===== src/rtl/ntt_buf_ctrl_pkg.sv =====
// Shared types and constants for the NTT coefficient-buffer sequencer.
// Buffer geometry: 32 words x 8 coeffs x 12 bit.
package ntt_buf_ctrl_pkg;

  typedef enum logic [2:0] {
    S_IDLE   = 3'd0,
    S_LOAD   = 3'd1,
    S_RUN    = 3'd2,
    S_UNLOAD = 3'd3,
    S_DONE   = 3'd4
  } state_t;

  localparam int NTT_WORDS      = 32;
  localparam int COEF_W         = 12;
  localparam int COEFS_PER_WORD = 8;
  localparam int WORD_W         = COEF_W * COEFS_PER_WORD;

  // Inverse transforms walk the twiddle stages from the top down.
  function automatic logic [2:0] stage_sel(input logic inv, input logic [2:0] stg,
                                           input logic [2:0] last);
    return inv ? 3'(last - stg) : stg;
  endfunction

endpackage


===== src/rtl/ntt_wb_delay.sv =====
// Write-back delay line: carries {valid, addr} of each butterfly read until its
// result returns LAT cycles later.
module ntt_wb_delay #(
  parameter int AW  = 5,
  parameter int LAT = 4
) (
  input  logic          clk,
  input  logic          rst,
  input  logic          in_vld,
  input  logic [AW-1:0] in_addr,
  output logic          out_vld,
  output logic [AW-1:0] out_addr
);

  logic [LAT-1:0]         vld_pipe;
  logic [LAT-1:0][AW-1:0] addr_pipe;

  always_ff @(posedge clk or posedge rst) begin
    if (rst) begin
      vld_pipe  <= '0;
      addr_pipe <= '0;
    end else begin
      vld_pipe[0]  <= in_vld;
      addr_pipe[0] <= in_addr;
      for (int i = 1; i < LAT; i++) begin
        vld_pipe[i]  <= vld_pipe[i-1];
        addr_pipe[i] <= addr_pipe[i-1];
      end
    end
  end

  assign out_vld  = vld_pipe[LAT-1];
  assign out_addr = addr_pipe[LAT-1];

endmodule


===== src/rtl/ntt_buf_ctrl.sv =====
// Sequencer for one NTT coefficient buffer: LOAD, NUM_STAGES in-place butterfly
// passes, UNLOAD. Generates buffer control only; never touches coefficient data.
module ntt_buf_ctrl
  import ntt_buf_ctrl_pkg::*;
#(
  parameter int AW         = 5,
  parameter int NUM_STAGES = 7,
  parameter int PIPE_LAT   = 4
) (
  input  logic          clk,
  input  logic          rst,
  input  logic          start,
  input  logic          inv,
  input  logic          in_valid,
  output logic          in_ready,
  output logic          out_valid,
  input  logic          out_ready,
  output logic          buf_wen,
  output logic [AW-1:0] buf_waddr,
  output logic [AW-1:0] buf_raddr,
  output logic          buf_din_sel,
  output logic          bf_valid,
  output logic [2:0]    bf_stage,
  output logic          busy,
  output logic          done
);

  localparam int WORDS     = 2 ** AW;
  localparam int STAGE_CYC = WORDS + PIPE_LAT;
  localparam int CW        = $clog2(STAGE_CYC);
  localparam logic [CW-1:0] LAST_CYC = CW'(STAGE_CYC - 1);
  localparam logic [CW-1:0] RD_END   = CW'(WORDS);
  localparam logic [2:0]    LAST_STG = 3'(NUM_STAGES - 1);

  state_t        state;
  logic          inv_q;
  logic [AW-1:0] ld_cnt;
  logic [AW-1:0] ul_cnt;
  logic [CW-1:0] st_cyc;
  logic [2:0]    stg;

  logic          rd_phase;
  logic [AW-1:0] rd_cnt;
  logic          wb_vld;
  logic [AW-1:0] wb_addr;

  // Reads occupy the first WORDS cycles of a stage; the rest is pipeline drain.
  assign rd_phase = (state == S_RUN) && (st_cyc < RD_END);
  assign rd_cnt   = st_cyc[AW-1:0];

  always_ff @(posedge clk or posedge rst) begin
    if (rst) begin
      state  <= S_IDLE;
      inv_q  <= 1'b0;
      ld_cnt <= '0;
      ul_cnt <= '0;
      st_cyc <= '0;
      stg    <= '0;
    end else begin
      case (state)
        S_IDLE: begin
          if (start) begin
            state <= S_LOAD;
            inv_q <= inv;
          end
        end
        S_LOAD: begin
          if (in_valid) begin
            ld_cnt <= ld_cnt + 1'b1;
            if (ld_cnt == '1) state <= S_RUN;
          end
        end
        S_RUN: begin
          if (st_cyc == LAST_CYC) begin
            st_cyc <= '0;
            if (stg == LAST_STG) begin
              stg   <= '0;
              state <= S_UNLOAD;
            end else begin
              stg <= stg + 1'b1;
            end
          end else begin
            st_cyc <= st_cyc + 1'b1;
          end
        end
        S_UNLOAD: begin
          if (out_ready) begin
            ul_cnt <= ul_cnt + 1'b1;
            if (ul_cnt == '1) state <= S_DONE;
          end
        end
        S_DONE:  state <= S_IDLE;
        default: state <= S_IDLE;
      endcase
    end
  end

  ntt_wb_delay #(
    .AW  (AW),
    .LAT (PIPE_LAT)
  ) u_wb_delay (
    .clk      (clk),
    .rst      (rst),
    .in_vld   (rd_phase),
    .in_addr  (rd_cnt),
    .out_vld  (wb_vld),
    .out_addr (wb_addr)
  );

  // Output decode depends only on registered state (and the handshake inputs),
  // so an asynchronous reset clears every output without waiting for a clock.
  always_comb begin
    in_ready    = (state == S_LOAD);
    out_valid   = (state == S_UNLOAD);
    busy        = (state != S_IDLE);
    done        = (state == S_DONE);
    buf_wen     = 1'b0;
    buf_waddr   = '0;
    buf_raddr   = '0;
    buf_din_sel = 1'b0;
    bf_valid    = 1'b0;
    bf_stage    = '0;
    case (state)
      S_LOAD: begin
        buf_wen   = in_valid;
        buf_waddr = ld_cnt;
      end
      S_RUN: begin
        bf_valid    = rd_phase;
        buf_raddr   = rd_phase ? rd_cnt : '0;
        buf_wen     = wb_vld;
        buf_waddr   = wb_addr;
        buf_din_sel = wb_vld;
        bf_stage    = stage_sel(inv_q, stg, LAST_STG);
      end
      S_UNLOAD: buf_raddr = ul_cnt;
      default: ;
    endcase
  end

endmodule


===== config.mk =====
export PLATFORM = sky130hd
export DESIGN_NAME = ntt_buf_ctrl
export DESIGN_NICKNAME = d
export VERILOG_FILES = /design/src/rtl/ntt_buf_ctrl_pkg.sv /design/src/rtl/ntt_wb_delay.sv /design/src/rtl/ntt_buf_ctrl.sv
export SDC_FILE = /design/constraint.sdc
export NUM_CORES = 1
export LEC_CHECK = 0
export CORE_AREA = 3 3 56 78
export DETAILED_ROUTE_END_ITERATION = 7
export DIE_AREA = 0 0 59 81
export PLACE_DENSITY_LB_ADDON = 0.05
export SLEW_MARGIN = 10
export SYNTH_ARGS = -nofsm -noshare
export SYNTH_HDL_FRONTEND = slang
export SYNTH_SLANG_ARGS = --single-unit

===== constraint.sdc =====
create_clock -name clk -period 2.4 [get_ports clk]
set_clock_uncertainty 0.2 [all_clocks]
set_input_delay 0.72 -clock clk [delete_from_list [all_inputs] [get_ports clk]]
set_output_delay 0.72 -clock clk [all_outputs]
set_load 0.1 [all_outputs]

==> results.toml <==
[synthesis]
syn_inst = 154
ys_warn_count = 0
yosysUniqueCellTypes = 37
synthArstFlopShare_pct = 100
ys_top_cells_by_area = "dfrtp_1 (59%), ha_1 (5.1%), a22o_1 (4.4%)"
seq_area_frac_synth_pct = 59.4
synth_seq_cells = 47
synth_nets = 168
yosys_most_used_dff = "dfrtp_1"
synth.largest_area_cell = "dfrtp_1"
syn_area_per_cell_um2 = 12.9
netlist.area_leader.share_pct = 59.4
synth.cell_area_mm2 = 0.00198
synth_edf_count = 0

[power]
powerDensity_mw_per_mm2 = 1210
worst_ir_drop_vdd_uv = 1420
netSwitchingFraction_pct = 41.8
total_power_mw = 3.45
p_comb_share_pct = 50.7
p_sw_mw = 1.44
sequentialPowerShare_pct = 31.5
pwr-share-clk_pct = 17.8
p_leak_nw = 1.37
p_int_mw = 2.01

[clock_network]
clk_pin_slew_ns = 0.09
clk_latency_ns = 0.30
cts_tree = "yes"
numCtsBuffers = 5
clock_sinks = 47
clockRootBuffer = "clkbuf_8"
h-tree-depth = 2
cts_hold_buffers = 0
cts_buffer_depth = 2

[route]
drt_iter0_markers = 51
drc = 0
num_vias = 1372
routed_wl_um = 4200
wire_per_inst_um = 17.3
ant_nets = 0
via_per_inst = 5.65
first_pass_iters = 4

[global_routing]
grt_pass1_vias = 1516
antenna_found_initial = 0
grt_pass1_wl_um = 7160
grt_max_degree = 28
grt-ovfl-total = 0
grt_use_total_pct = 20.5

[worst_setup_path]
startpoint_type = "flip-flop"
worst-setup-path-type = "flip-flop to output pin"
timing.rr.start = "st_cyc[0]"
end_kind = "output pin"
startpoint = "state[0]"
critPathMaxFanout = 7
critical_path.slowest_cell = "or3b_4"
required_ns = 1.48
arrival_ns = 1.69
critPathTopFamily = "simple AND/OR/NAND/NOR gates"
critPathBufInv = 1
max_stage_delay_ns = 0.42
path_cells = "or3b_4 -> nor2_4 -> a22o_4 -> buf_12"

[timing]
grt_setup_unrepaired = "true"
fin_crit_sh_pct = 109
finalSetupViolCount = 17
slew_violations = 0
tightestPinTransition_ns = 0.604
relSlewSlack_pct = 59.5
min_period_ns = 2.61
layout_setup_ws_ns = -0.208
fmax_ghz = 0.383
hold_violations = 0
hold_ws_ns = 0.155

[die]
start_util_pct = 53.4
num_rows = 26
die_w_um = 59
dieArea_mm2 = 0.00478
num_io_pins = 26
core-area_mm2 = 0.00371
die_h_um = 81

[flow_run]
max_cap_violations = 0

[min_path]
hp-class = "flip-flop to flip-flop"
hp-start = "u_wb_delay.addr_pipe[13]"

[layout]
diodes = 0
layout.nets = 214
fin_area_mm2 = 0.00285
drive_above_1_share_pct = 40.3
n_fill_cell = 237
syn_to_final_growth_pct = 43.7
fin_cells = 243

[place]
hpwl_um = 3060
gp_congestion = 0.810
dpl.cell_count = 228
dpl-instance-area_mm2 = 0.00264
numPortBuffers = 25

[outcome]
status = "finished with violations"
violations = "negative setup slack"
## flip-flops by register name, indices dropped and copies added, names as in the netlist
| register | flops |
|---|---|
| u_wb_delay.vld_pipe | 4 |
| u_wb_delay.addr_pipe | 15 |
| ul_cnt | 5 |
| stg | 3 |
| u_wb_delay.out_addr | 5 |
| inv_q | 1 |
| st_cyc | 6 |
| state | 3 |
| ld_cnt | 5 |
## placed cells by master, fill, tap and decap left out, types with 2 or more instances in the layout
| master | count |
|---|---|
| a21o_1 | 2 |
| mux2_1 | 2 |
| and3_1 | 4 |
| a22o_2 | 5 |
| nor3b_4 | 2 |
| xnor2_1 | 7 |
| xor2_1 | 2 |
| o21ai_1 | 2 |
| mux2_2 | 3 |
| nor2_1 | 4 |
| buf_12 | 21 |
| a22o_4 | 5 |
| buf_6 | 4 |
| and2_4 | 2 |
| a31oi_1 | 4 |
| buf_4 | 16 |
| dfrtp_1 | 47 |
| nand2_1 | 14 |
| inv_1 | 4 |
| nand3_1 | 4 |
| nand4_1 | 3 |
| clkdlybuf4s50_1 | 4 |
| clkbuf_8 | 6 |
| ha_1 | 7 |
| nor2_4 | 4 |
## synthesized netlist by cell type, types with 3 or more instances
cell	number
and3_1	4
nand2_1	14
inv_1	5
buf_2	4
mux2_2	3
a31oi_1	4
ha_1	8
nor2_1	7
a22o_1	10
nand4_1	3
xnor2_1	7
dfrtp_1	47
nand3_1	4
## metrics by stage
step           setup WS, ns  TNS [ns]  utilization [%]
2_1_floorplan        -0.650     -7.23                -
3_3_place_gp         -0.252    -0.252             71.1
3_5_place_dp         -0.248    -0.248             71.1
4_1_cts              -0.223     -2.95             75.1
5_1_grt              -0.274     -4.03             76.7
6_report             -0.208     -2.97             76.7
## power by group through the flow
stage | sequential, mW | combinational [mW] | clock (mW)
2_1_floorplan | 1.05 | 1.11 | 0
3_3_place_gp | 1.08 | 1.61 | 0
3_5_place_dp | 1.10 | 1.65 | 0
4_1_cts | 1.09 | 1.68 | 0.623
5_1_grt | 1.11 | 1.83 | 0.663
6_report | 1.09 | 1.75 | 0.615
## cell type report
type,count,area [µm²],area share [%]
Inverter,5,18.8,0.660
Clock buffer,6,82.6,2.90
Multi-Input combinational cell,95,842,29.6
Timing Repair Buffer,46,634,22.3
Clock inverter,2,38.8,1.36
Sequential cell,47,1180,41.3
Tap cell,42,52.6,1.85
## cell families (layout without fill, tap and decap cells)
kind of cell,after synthesis,in the layout,share of synthesized area (%)
buffers and inverters,12,59,3.28
AND/OR/NAND/NOR,47,47,14.8
AO/OA/AOI/OAI,24,24,9.60
flip-flops,47,47,59.4
adder cells (fa/ha/maj),8,8,5.05
multiplexers,7,7,3.85
XOR/XNOR,9,9,3.98
## metal layers
layer / vias up / wire, µm / global-route usage (%) / part of all wire [%]
li1: 628 / - / - / -
met1: 701 / 1480 / 21.4 / 35
met2: 34 / 2450 / 38.3 / 58
met3: 9 / 173 / 4.93 / 4.1
met4: 0 / 93 / 7.94 / 2.2
met5: - / 0 / 0 / 0
## worst register-to-register path, stage by stage, from the launching register on
cell and delay (ns):
dfrtp_1 0.49, ha_1 0.24, nor4b_4 0.26, nand2_1 0.17, a2111oi_2 0.38, a221o_1 0.15
## path summary, 6_finish.rpt
path	slack, ns	cells past startpoint	to
hold / removal	0.15	0	u_wb_delay.out_addr[3]
setup / recovery	-0.21	4	buf_raddr[2]
setup reg to reg	0.45	5	state[0]
hold reg to reg	0.15	0	u_wb_delay.out_addr[3]
min in group asynchronous	0.52	2	u_wb_delay.out_addr[3]
max in group asynchronous	0.99	3	state[0]
## timing repair
item	in CTS	in global routing
gates cloned	0	0
endpoints found under the hold margin	0	0
gates resized for setup	6	7
setup buffers	2	5
pin swaps	5	2
endpoints found under the setup margin	18	19
Power figures use the tool's default switching activity.
